## config.mk

```make
export PLATFORM = sky130hd
export DESIGN_NAME = ee354_gcd_sweep_ctrl
export DESIGN_NICKNAME = d
export VERILOG_FILES = /design/src/rtl/ee354_gcd_sweep_ctrl.sv
export SDC_FILE = /design/constraint.sdc
export NUM_CORES = 1
export LEC_CHECK = 0
export CORE_MARGIN = 2
export CORE_UTILIZATION = 40
export CTS_CLUSTER_DIAMETER = 100
export CTS_CLUSTER_SIZE = 24
export DETAILED_ROUTE_END_ITERATION = 10
export SETUP_SLACK_MARGIN = 0.2
export SYNTH_ARGS = -nofsm -noshare
export SYNTH_HDL_FRONTEND = slang
export SYNTH_SLANG_ARGS = --single-unit
```

## constraint.sdc

```tcl
create_clock -name Clk -period 3.6 [get_ports Clk]
set_clock_uncertainty 0.05 [all_clocks]
set_input_delay 0.36 -clock Clk [delete_from_list [all_inputs] [get_ports Clk]]
set_output_delay 0.36 -clock Clk [all_outputs]
set_load 0.01 [all_outputs]
```

## src/rtl/ee354_gcd_sweep_ctrl.sv

```systemverilog
// Sweep controller for the ee354_GCD core: walks every (Ain, Bin) pair in
// [Lo, Hi] x [Lo, Hi], runs the Start/Ack handshake for each pair, times the
// core from q_Sub to q_Done and keeps per-sweep statistics.
`timescale 1ns/1ps
module ee354_gcd_sweep_ctrl #(
  parameter int unsigned TIMEOUT = 1023,
  parameter int unsigned CW      = 10
) (
  input  logic          Clk,
  input  logic          Reset,
  input  logic          CEN,
  input  logic          Go,
  input  logic [7:0]    Lo,
  input  logic [7:0]    Hi,
  output logic          Start,
  output logic          Ack,
  output logic [7:0]    Ain,
  output logic [7:0]    Bin,
  input  logic          q_Sub,
  input  logic          q_Done,
  input  logic [7:0]    AB_GCD,
  output logic          Res_Valid,
  output logic [7:0]    Res_GCD,
  output logic [CW-1:0] Res_Clocks,
  output logic [15:0]   Pair_Count,
  output logic [CW-1:0] Max_Clocks,
  output logic [7:0]    Max_Ain,
  output logic [7:0]    Max_Bin,
  output logic          Busy,
  output logic          Done,
  output logic          Error
);

  localparam int unsigned TW = (TIMEOUT > 0) ? $clog2(TIMEOUT + 1) : 1;
  localparam logic [TW-1:0] TMAX = TW'(TIMEOUT);

  typedef enum logic [2:0] {
    S_IDLE, S_START, S_WSUB, S_WDONE, S_ACK, S_NEXT, S_FIN
  } state_t;

  state_t        state_q, state_d;
  logic [7:0]    ain_q, ain_d, bin_q, bin_d;
  logic [CW-1:0] cnt_q, cnt_d;
  logic [TW-1:0] timer_q, timer_d;
  logic          res_valid_q, res_valid_d;
  logic [7:0]    res_gcd_q, res_gcd_d;
  logic [CW-1:0] res_clk_q, res_clk_d;
  logic [15:0]   pair_cnt_q, pair_cnt_d;
  logic [CW-1:0] max_clk_q, max_clk_d;
  logic [7:0]    max_a_q, max_a_d, max_b_q, max_b_d;
  logic          err_q, err_d;
  logic [CW-1:0] meas;

  // Next-state and datapath updates; everything defaults to hold.
  always_comb begin
    state_d     = state_q;
    ain_d       = ain_q;
    bin_d       = bin_q;
    cnt_d       = cnt_q;
    timer_d     = timer_q;
    res_valid_d = 1'b0;
    res_gcd_d   = res_gcd_q;
    res_clk_d   = res_clk_q;
    pair_cnt_d  = pair_cnt_q;
    max_clk_d   = max_clk_q;
    max_a_d     = max_a_q;
    max_b_d     = max_b_q;
    err_d       = err_q;
    // q_Done seen while still waiting for q_Sub counts as zero clocks
    meas        = (state_q == S_WSUB) ? '0 : cnt_q;

    unique case (state_q)
      S_IDLE, S_FIN: begin
        if (Go) begin
          pair_cnt_d = '0;
          max_clk_d  = '0;
          max_a_d    = '0;
          max_b_d    = '0;
          err_d      = 1'b0;
          timer_d    = '0;
          if (Lo == '0) begin
            err_d   = 1'b1;
            state_d = S_FIN;
          end else if (Lo > Hi) begin
            state_d = S_FIN;
          end else begin
            ain_d   = Lo;
            bin_d   = Lo;
            state_d = S_START;
          end
        end
      end
      S_START: begin
        timer_d = '0;
        state_d = S_WSUB;
      end
      S_WSUB, S_WDONE: begin
        if (q_Done) begin
          res_gcd_d   = AB_GCD;
          res_clk_d   = meas;
          res_valid_d = 1'b1;
          pair_cnt_d  = pair_cnt_q + 16'd1;
          if (meas > max_clk_q) begin
            max_clk_d = meas;
            max_a_d   = ain_q;
            max_b_d   = bin_q;
          end
          state_d = S_ACK;
        end else if (timer_q == TMAX) begin
          err_d   = 1'b1;
          state_d = S_FIN;
        end else begin
          timer_d = timer_q + TW'(1);
          if (state_q == S_WSUB) begin
            if (q_Sub) begin
              cnt_d   = '0;
              state_d = S_WDONE;
            end
          end else if (cnt_q != '1) begin
            cnt_d = cnt_q + CW'(1);
          end
        end
      end
      S_ACK: state_d = S_NEXT;
      S_NEXT: begin
        // equality compares so Hi=255 terminates without wrapping
        if (bin_q != Hi) begin
          bin_d   = bin_q + 8'd1;
          state_d = S_START;
        end else if (ain_q != Hi) begin
          ain_d   = ain_q + 8'd1;
          bin_d   = Lo;
          state_d = S_START;
        end else begin
          state_d = S_FIN;
        end
      end
      default: state_d = S_IDLE;
    endcase
  end

  // State and datapath registers; Reset wins over CEN, CEN=0 holds all.
  always_ff @(posedge Clk) begin
    if (Reset) begin
      state_q     <= S_IDLE;
      ain_q       <= '0;
      bin_q       <= '0;
      cnt_q       <= '0;
      timer_q     <= '0;
      res_valid_q <= 1'b0;
      res_gcd_q   <= '0;
      res_clk_q   <= '0;
      pair_cnt_q  <= '0;
      max_clk_q   <= '0;
      max_a_q     <= '0;
      max_b_q     <= '0;
      err_q       <= 1'b0;
    end else if (CEN) begin
      state_q     <= state_d;
      ain_q       <= ain_d;
      bin_q       <= bin_d;
      cnt_q       <= cnt_d;
      timer_q     <= timer_d;
      res_valid_q <= res_valid_d;
      res_gcd_q   <= res_gcd_d;
      res_clk_q   <= res_clk_d;
      pair_cnt_q  <= pair_cnt_d;
      max_clk_q   <= max_clk_d;
      max_a_q     <= max_a_d;
      max_b_q     <= max_b_d;
      err_q       <= err_d;
    end
  end

  // Start/Ack decode the state register, so they freeze with CEN and drop
  // the cycle after Reset or a timeout.
  assign Start      = (state_q == S_START);
  assign Ack        = (state_q == S_ACK);
  assign Busy       = (state_q != S_IDLE) && (state_q != S_FIN);
  assign Done       = (state_q == S_FIN);
  assign Ain        = ain_q;
  assign Bin        = bin_q;
  assign Res_Valid  = res_valid_q;
  assign Res_GCD    = res_gcd_q;
  assign Res_Clocks = res_clk_q;
  assign Pair_Count = pair_cnt_q;
  assign Max_Clocks = max_clk_q;
  assign Max_Ain    = max_a_q;
  assign Max_Bin    = max_b_q;
  assign Error      = err_q;

endmodule

```

==> results of run 1 <==
metrics by stage:
stage | cells | hold slack (ns) | util [%] | cell area (µm²)
floorplan | 662 | 0.4019 | - | 5472
global placement | 927 | 0.3922 | 50.84 | 6759
detailed placement | 927 | 0.3957 | 50.84 | 6759
CTS | 943 | 0.4055 | 53.14 | 7066
global route | 943 | 0.4250 | 53.14 | 7066
finish | 943 | 0.4054 | 53.14 | 7066
layout by cell type, fill, tap and decap left out, drive strengths merged, types with 3 or more instances in the layout:
cell	count
a211oi	3
a21o	3
a21oi	45
and2	14
and3	13
buf	12
clkbuf	10
clkdlybuf4s50	111
dfxtp	101
ha	23
inv	27
mux2i	29
nand2	92
nand2b	5
nand3	35
nand4	13
nor2	59
nor2b	6
nor3	14
nor3b	6
nor4	4
o21ai	19
o311ai	11
o31ai	13
o32ai	3
or3	8
or4	5
xnor2	18
xor2	22
worst max-delay path, delay by kind of cell, from the launching register on:
kind / cells / cell delay, ns
flops: 1 / 0.48
simple gates: 3 / 0.88
fa+ha+maj: 1 / 0.30
compound gates: 4 / 0.68
buf+inv: 1 / 0.22
mux: 1 / 0.24
per-layer routing:
metal | wire [µm] | global-route usage (%) | up-vias
li1 | - | - | 2552
met1 | 7471 | 29.77 | 2439
met2 | 7278 | 33.64 | 132
met3 | 733 | 5.122 | 29
met4 | 287 | 7.195 | 0
met5 | 0 | 0 | -
registers in the layout, summed over array words and instances, names as in the netlist:
name / count
Max_Bin: 8
Res_Valid: 1
Error: 1
timer_q: 10
Pair_Count: 16
state_q: 3
Res_Clocks: 10
Max_Clocks: 10
Bin: 8
Ain: 8
cnt_q: 10
Res_GCD: 8
Max_Ain: 8
where the power goes:
group          switching (mW)  internal, mW
sequential             0.0574          1.15
clock                   0.446         0.562
combinational           0.310         0.233
total                   0.813          1.94
final cells by class:
| type | instances | share of cell area, % |
|---|---|---|
| multi-input cells | 501 | 45.19 |
| flip-flops and latches | 101 | 28.62 |
| clock buffers | 10 | 3.382 |
| inverters | 26 | 1.381 |
| clock inverters | 6 | 0.9563 |
| repair buffers | 123 | 17.35 |
| well taps | 176 | 3.117 |
final timing paths:
check | start | end | depth (start not counted)
min | Res_GCD[0]$_SDFFE_PP0P_ | Res_GCD[0]$_SDFFE_PP0P_ | 2
min reg2reg | Res_GCD[0]$_SDFFE_PP0P_ | Res_GCD[0]$_SDFFE_PP0P_ | 2
max | state_q[2]$_SDFFE_PP0P_ | Max_Clocks[9]$_SDFFE_PP0P_ | 10
max reg2reg | state_q[2]$_SDFFE_PP0P_ | Max_Clocks[9]$_SDFFE_PP0P_ | 10
logic make-up (layout without fill, tap and decap cells):
logic type,after synthesis,count (layout),synth area share (%)
and+or+nand+nor,284,284,25.73
AOI/OAI and AO/OA,125,125,15.66
DFF,101,101,36.95
buffers and inverters,60,165,4.688
xor gates and xnor gates,40,40,6.403
muxes,29,29,5.305
adders and majority gates,23,23,5.260
==> reports/results.ini, run 1 <==
[cts]
cts_sinks=101
cts_buffers=9
insertion_delay_ns=0.35
clk_pin_slew_ns=0.07
h-tree-depth=3
max-clock-path-buffers=2
cts_tree=built
post-cts-setup-buffers=0
hold_buffers=0
cts_resized=0
cts-root-buf=clkbuf_16

[sta]
rsz0062_at_grt=no
period_share_pct=81.43
final.setup.tns_ns=0
setup_violations=0
fmax_mhz=341.1
maxSlewHeadroom_pct=25.99
hold_violations=0
worst_pin_slew_ns=1.102
fin_crit_ns=2.932
setup_ws_ns=0.6684
maxSlewViolCount=0

[worst_setup_path]
cp.required_ns=3.82
worst_setup_path_start_kind=register
end_kind=register
path_class=register to register
arrival_ns=3.15
cpMostUsedCell=a21o_1
regToRegSetupSlack_ns=0.67
cp_max_fo=26
slowest_stage=or3b_4
worstPathCellList=or3b_4 > and2_1 > ha_1 > a21o_1 > a21o_1 > a21oi_1 > o2111ai_1 > nand2_2 > buf_12 > mux2i_1
critPathMaxStageDelay_ns=0.55

[synth]
ys_ff_latch=101
yosys_warnings=0
syn_nets=715
yosys.area.top_type=dfxtp_1
ys_top_cells_by_area=dfxtp_1 37%, nand2_1 6.2%, mux2i_1 5.3%, ha_1 5.3%, nor2_1 4.0%
synth_top_area_share_pct=36.95
synth_cell_types=72
synth_ff_type=dfxtp_1
ys_top_cells_by_count=101 x dfxtp_1, 90 x nand2_1, 59 x nor2_1, 44 x a21oi_1, 34 x nand3_1
synth_most_common_cell=dfxtp_1
synthesis.area_um2=5471
syn_avg_cell_area_um2=8.265
syn_inst=662
ys_async_sr_fraction_pct=0
synth_edf_count=0
ys_seq_area_share_pct=36.95

[die]
start_util_pct=41.15
fp.dieH_um=121.0
core-area_um2=13300
die-area_um2=14630
chipWidth_um=121.0
io_pins=112
rows=42

[drt]
viasPerCell=5.463
drc_errors=0
vias=5152
drt_pass1_iterations=4
drt_iter0_markers=241
wire_per_inst_um=16.72
drtAntennaViolNets=0
wl_um=15770

[layout]
n_fill_cell=1235
nets=815
area_growth_pct=29.13
num_antenna_cells=0
drive_above_1_share_pct=5.606
multiInputGateArea_um2=3193
seq_area_um2=2022

[grt]
grt_pass1_vias=4942
grt_max_degree=48
gr-usage-all-layers_pct=21.75
grt_pass1_wl_um=25300
grt-ovfl-total=0
antenna_found_initial=0

[outcome]
status=finished, final reports clean

[power_and_ir_drop]
power.density_nw_per_um2=390.0
leakage_nw=2.647
ir_drop_uv=274.2
power.total_mw=2.756

[place]
io_buffer_count=111
dp_hpwl_um=11490
place_ws_ns=0.4468
place.gp.congestion=0.8628

[run]
cap_violations=0

[worst_hold_path]
min_path_type=register to register

Power figures use the tool's default switching activity.
==> run 2, diff against run 1 <==
clock period = 2.7 ns   (was 3.6 ns; I/O delays follow)
==> reports/results.ini, run 2 (same netlist as run 1, synthesis figures left out) <==
[cts]
clk_pin_slew_ns=0.07  ; about the same
cts_buffers=9  ; unchanged
cts-root-buf=clkbuf_16  ; unchanged
h-tree-depth=3  ; unchanged
cts_tree=built  ; unchanged
cts_sinks=101  ; unchanged
insertion_delay_ns=0.36  ; was 0.35 ns
max-clock-path-buffers=2  ; unchanged

[worst_setup_path]
worst_setup_path_start_kind=register  ; unchanged
slowest_stage=or3b_4  ; unchanged
cp.required_ns=2.93  ; was 3.82 ns
critPathMaxStageDelay_ns=0.45  ; was 0.55 ns
cp_max_fo=7  ; was 26
arrival_ns=2.84  ; was 3.15 ns
end_kind=register  ; unchanged
cpMostUsedCell=buf_6  ; was a21o_1
path_buf_inv=3  ; was 1
worstPathCellList=or3b_4 > buf_6 > and2_4 > ha_4 > nand4_1 > nor2_2 > a41oi_2 > nand2_2 > buf_6 > buf_12 > mux2i_1  ; was or3b_4 > and2_1 > ha_1 > a21o_1 > a21o_1 > a21oi_1 > o2111ai_1 > nand2_2 > buf_12 > mux2i_1
crit_family=simple AND/OR/NAND/NOR gates  ; unchanged
path_class=register to register  ; unchanged

[sta]
fin_crit_ns=2.610  ; was 2.932 ns
fmax_mhz=383.1  ; was 341.1 MHz
hold_violations=0  ; unchanged
maxSlewHeadroom_pct=15.64  ; was 25.99%
final.setup.tns_ns=0  ; unchanged
timing.hold.ws_ns=0.4024  ; was 0.4054 ns
rsz0062_at_grt=yes  ; was no
worst_pin_slew_ns=1.256  ; was 1.102 ns
maxSlewViolCount=0  ; unchanged
setup_violations=0  ; unchanged
period_share_pct=96.68  ; was 81.43%

[layout]
finalInstanceArea_um2=7627  ; was 7066 µm²
area_growth_pct=39.40  ; was 29.13%
drive_above_1_share_pct=13.90  ; was 5.606%
n_fill_cell=1236  ; was 1235
nets=862  ; was 815
layout_common_cells=110 x clkdlybuf4s50_1, 98 x dfxtp_1, 90 x nand2_1, 57 x nor2_1, 52 x buf_4  ; was 111 x clkdlybuf4s50_1, 101 x dfxtp_1, 90 x nand2_1, 59 x nor2_1, 44 x a21oi_1
num_antenna_cells=0  ; unchanged
stdcell_count=989  ; was 943
largest_reg_flops=16  ; unchanged
final_common_cell=clkdlybuf4s50_1  ; unchanged

[drt]
viasPerCell=5.421  ; was 5.463
vias=5361  ; was 5152
drt_iter0_markers=475  ; was 241
drt_pass1_iterations=5  ; was 4
drtAntennaViolNets=0  ; unchanged
drc_errors=0  ; unchanged
wl_um=16910  ; was 15770 µm
wire_per_inst_um=17.10  ; was 16.72 µm

[grt]
antenna_found_initial=0  ; unchanged
grt_most_used_layer=met2  ; unchanged
grt_max_degree=48  ; unchanged
grt_pass1_wl_um=26680  ; was 25300 µm
met1_usage_pct=32.63  ; was 29.77%
use_met2_pct=36.48  ; was 33.64%
gr-usage-all-layers_pct=23.09  ; was 21.75%
grt-ovfl-total=0  ; unchanged
grt_pass1_vias=5049  ; was 4942
grt_use_met3_pct=3.947  ; was 5.122%

[die]
rows=42  ; unchanged
core-area_um2=13300  ; unchanged
fp.dieH_um=121.0  ; unchanged
io_pins=112  ; unchanged
die-area_um2=14630  ; unchanged
start_util_pct=41.15  ; unchanged
chipWidth_um=121.0  ; unchanged

[place]
dp_hpwl_um=11970  ; was 11490 µm
place_inst=963  ; was 927
io_buffer_count=111  ; unchanged
place.gp.congestion=0.8954  ; was 0.8628
dpl-instance-area_um2=7034  ; was 6759 µm²

[power_and_ir_drop]
seqPwrFrac_pct=41.6  ; was 43.7%
leakage_nw=2.937  ; was 2.647 nW
p_sw_mw=1.112  ; was 0.8128 mW
power.internal_mw=2.714  ; was 1.943 mW
clkPwrFrac_pct=34.0  ; was 36.6%
power.total_mw=3.826  ; was 2.756 mW
ir_drop_uv=504.5  ; was 274.2 µV
p_comb_share_pct=24.4  ; was 19.7%
power.density_nw_per_um2=501.6  ; was 390.0 nW/µm²
swShare_pct=29.06  ; was 29.49%

[run]
cap_violations=0  ; unchanged

[outcome]
status=finished, final reports clean  ; unchanged

[worst_hold_path]
min_path_type=register to register  ; unchanged

## run 2: changes by cell type in the layout (fill, tap and decap cells not counted), sizes merged
cell and delta:
inv -2, dlymetal6s2s +1, buf +46, clkinvlp -2, clkbuf +2, clkdlybuf4s50 -1
clkinv +2
## run 2: per-stage QoR
stage | setup slack, ns | utilization, %
floorplan | 0.2068 | -
global placement | -0.1210 | 52.91
detailed placement | -0.1418 | 52.91
CTS | 0.1338 | 56.25
global route | 0.005937 | 57.37
finish | 0.08969 | 57.37
## run 2: tightest hold or removal path: cells and delay by family (launching register included)
kind            cells  cell delay, ns
flops               1            0.31
simple gates        1            0.05
compound gates      1            0.05
## run 2: area by class of cell
| class | count | area, µm² | area share [%] |
|---|---|---|---|
| timing repair buffer | 170 | 1647 | 21.59 |
| clock inverter | 4 | 48.80 | 0.6398 |
| multi-input combinational | 501 | 3346 | 43.86 |
| sequential | 101 | 2026 | 26.56 |
| inverter | 26 | 97.59 | 1.280 |
| tap | 176 | 220.2 | 2.887 |
| clock buffer | 11 | 242.7 | 3.182 |
## run 2: metal layers
layer | vias up | wire length (µm)
met1 | 2531 | 7838
met2 | 177 | 7868
met4 | 0 | 265
met3 | 21 | 936
met5 | - | 0
li1 | 2632 | -
## run 2: path summary, 6_finish.rpt
check / start / end / slack [ns] / depth (start not counted)
worst min register to register: Res_Clocks[4]$_SDFFE_PP0P_ / Res_Clocks[4]$_SDFFE_PP0P_ / 0.40 / 2
worst max-delay path: state_q[2]$_SDFFE_PP0P_ / Max_Ain[3]$_SDFFE_PP0P_ / 0.09 / 11
worst max register to register: state_q[2]$_SDFFE_PP0P_ / Max_Ain[3]$_SDFFE_PP0P_ / 0.09 / 11
worst min-delay path: Res_Clocks[4]$_SDFFE_PP0P_ / Res_Clocks[4]$_SDFFE_PP0P_ / 0.40 / 2
## run 2: power groups by stage
stage	Combinational, mW	Sequential, mW	Clock [mW]
floorplan	0.458	1.62	0
global placement	0.784	1.62	0
detailed placement	0.797	1.62	0
CTS	0.876	1.59	1.33
global route	1.00	1.60	1.38
finish	0.935	1.59	1.30
## run 2: what timing repair did
action	4_1_cts	5_1_grt
hold buffers	0	0
setup buffers	6	2
endpoints found under the setup margin	26	43
resized for setup	13	20
pin swaps	0	16
hold endpoints to repair	0	0
cloned	2	1
==> run 3, diff against run 2 <==
REMOVE_ABC_BUFFERS = 1   (was not set)
SKIP_LAST_GASP = 1   (was not set)
==> reports/results.ini, run 3 (same netlist as run 1, synthesis figures left out) <==
[outcome]
status=finished, final reports clean  ; unchanged

[worst_setup_path]
path_buf_inv=4  ; was 3
cp_max_fo=8  ; was 7
slowest_stage=or3b_4  ; unchanged
crit_start=state_q[1]$_SDFFE_PP0P_  ; was state_q[2]$_SDFFE_PP0P_
worst_setup_path_start_kind=register  ; unchanged
critPathMaxStageDelay_ns=0.42  ; was 0.45 ns
cp.required_ns=2.91  ; was 2.93 ns
crit_family=simple AND/OR/NAND/NOR gates  ; unchanged
arrival_ns=2.78  ; was 2.84 ns
end_kind=register  ; unchanged
cpMostUsedCell=buf_6  ; unchanged
path_class=register to register  ; unchanged
rr_startpoint=state_q[1]$_SDFFE_PP0P_  ; was state_q[2]$_SDFFE_PP0P_
worstPathCellList=or3b_4 > buf_6 > buf_6 > and2_4 > ha_4 > nand4_1 > buf_4 > o2111ai_2 > nand2_4 > buf_12 > mux2i_1  ; was or3b_4 > buf_6 > and2_4 > ha_4 > nand4_1 > nor2_2 > a41oi_2 > nand2_2 > buf_6 > buf_12 > mux2i_1

[worst_hold_path]
min_path_type=register to register  ; unchanged
holdCritStartpoint=Res_GCD[2]$_SDFFE_PP0P_  ; was Res_Clocks[4]$_SDFFE_PP0P_

[cts]
h-tree-depth=3  ; unchanged
cts_sinks=101  ; unchanged
clk_pin_slew_ns=0.07  ; about the same
max-clock-path-buffers=2  ; unchanged
insertion_delay_ns=0.35  ; was 0.36 ns
cts_tree=built  ; unchanged
cts_buffers=9  ; unchanged
cts-root-buf=clkbuf_16  ; unchanged

[grt]
met1_usage_pct=28.00  ; was 32.63%
grt_max_degree=41  ; was 48
use_met2_pct=35.67  ; was 36.48%
grt_pass1_wl_um=25300  ; was 26680 µm
grt_most_used_layer=met2  ; unchanged
antenna_found_initial=0  ; unchanged
grt_use_met3_pct=5.216  ; was 3.947%
gr-usage-all-layers_pct=21.68  ; was 23.09%
grt-ovfl-total=0  ; unchanged
grt_pass1_vias=5042  ; was 5049

[drt]
drtAntennaViolNets=0  ; unchanged
vias=5219  ; was 5361
drt_pass1_iterations=4  ; was 5
drc_errors=0  ; unchanged
wire_per_inst_um=15.71  ; was 17.10 µm
viasPerCell=5.277  ; was 5.421
wl_um=15530  ; was 16910 µm
drt_iter0_markers=242  ; was 475

[run]
cap_violations=0  ; unchanged

[die]
core-area_um2=13300  ; unchanged
rows=42  ; unchanged
chipWidth_um=121.0  ; unchanged
die-area_um2=14630  ; unchanged
io_pins=112  ; unchanged
start_util_pct=41.15  ; unchanged
fp.dieH_um=121.0  ; unchanged

[sta]
worst_pin_slew_ns=1.288  ; was 1.256 ns
rsz0062_at_grt=yes  ; unchanged
fmax_mhz=390.1  ; was 383.1 MHz
fin_crit_ns=2.563  ; was 2.610 ns
setup_violations=0  ; unchanged
period_share_pct=94.94  ; was 96.68%
maxSlewHeadroom_pct=13.49  ; was 15.64%
hold_violations=0  ; unchanged
maxSlewViolCount=0  ; unchanged
final.setup.tns_ns=0  ; unchanged

[layout]
layout_common_cells=110 x clkdlybuf4s50_1, 100 x dfxtp_1, 90 x nand2_1, 58 x nor2_1, 52 x buf_4  ; was 110 x clkdlybuf4s50_1, 98 x dfxtp_1, 90 x nand2_1, 57 x nor2_1, 52 x buf_4
nets=861  ; was 862
post-route-util_pct=57.15  ; was 57.37%
drive_above_1_share_pct=13.41  ; was 13.90%
final_common_cell=clkdlybuf4s50_1  ; unchanged
stdcell_count=989  ; unchanged
num_antenna_cells=0  ; unchanged
largest_reg_flops=16  ; unchanged
area_growth_pct=38.87  ; was 39.40%

[power_and_ir_drop]
power.density_nw_per_um2=502.1  ; was 501.6 nW/µm²
leakage_nw=2.921  ; was 2.937 nW
ir_drop_uv=338.0  ; was 504.5 µV

[place]
place.gp.congestion=0.8727  ; was 0.8954
place_inst=965  ; was 963
dp_hpwl_um=11160  ; was 11970 µm
io_buffer_count=111  ; unchanged

run 3: cell types whose count changed in the layout (fill, tap and decap cells not counted), moves of 2 or more:
cell,change
and2_1,-2
dfxtp_1,+2
and2_4,+2
clkbuf_8,+2
dfxtp_2,-2
run 3: per-layer routing:
| metal | vias up | routed length (µm) |
|---|---|---|
| li1 | 2642 | - |
| met3 | 18 | 1002 |
| met4 | 0 | 248 |
| met5 | - | 0 |
| met2 | 131 | 7287 |
| met1 | 2428 | 6994 |
run 3: worst paths after layout:
| path | depth (start not counted) | to | slack, ns |
|---|---|---|---|
| max | 11 | Max_Clocks[5]$_SDFFE_PP0P_ | 0.14 |
| min | 2 | Res_GCD[2]$_SDFFE_PP0P_ | 0.40 |
| max reg2reg | 11 | Max_Clocks[5]$_SDFFE_PP0P_ | 0.14 |
| min reg2reg | 2 | Res_GCD[2]$_SDFFE_PP0P_ | 0.40 |
run 3: cell type report:
cell class	instances	area (µm²)
clock buffer	13	270.3
multi-input combinational	501	3339
inverter	26	97.59
timing repair buffer	169	1605
clock inverter	3	42.54
tap	176	220.2
fill	1193	5697
sequential	101	2023
run 3: metrics by stage:
| stage | setup slack (ns) | power (mW) | hold slack, ns | instance area [µm²] |
|---|---|---|---|---|
| 2_1_floorplan | -0.1447 | 2.020 | 0.2891 | 5313 |
| 3_3_place_gp | -0.09727 | 2.410 | 0.3919 | 7044 |
| 4_1_cts | 0.1755 | 3.837 | 0.4001 | 7545 |
| 3_5_place_dp | -0.1506 | 2.423 | 0.3972 | 7044 |
| 5_1_grt | 0.07603 | 3.993 | 0.4222 | 7599 |
| 6_report | 0.1366 | 3.815 | 0.4020 | 7599 |
run 3: tightest hold or removal path: cells and delay by family, from the launching register on:
kind / cells / cell delay [ns]
flip-flops: 1 / 0.31
AO/OA/AOI/OAI: 1 / 0.05
AND/OR/NAND/NOR: 1 / 0.05
run 3: timing repair:
| action | in CTS | in global routing |
|---|---|---|
| hold buffers | 0 | 0 |
| pin swaps | 14 | 6 |
| setup buffers | 5 | 2 |
| setup endpoints to repair | 26 | 56 |
| resized for setup | 24 | 7 |
| gates cloned | 1 | 0 |
run 3: power by group:
group / internal [mW] / switching [mW]
combinational: 0.414 / 0.451
clock: 0.794 / 0.565
sequential: 1.53 / 0.0596
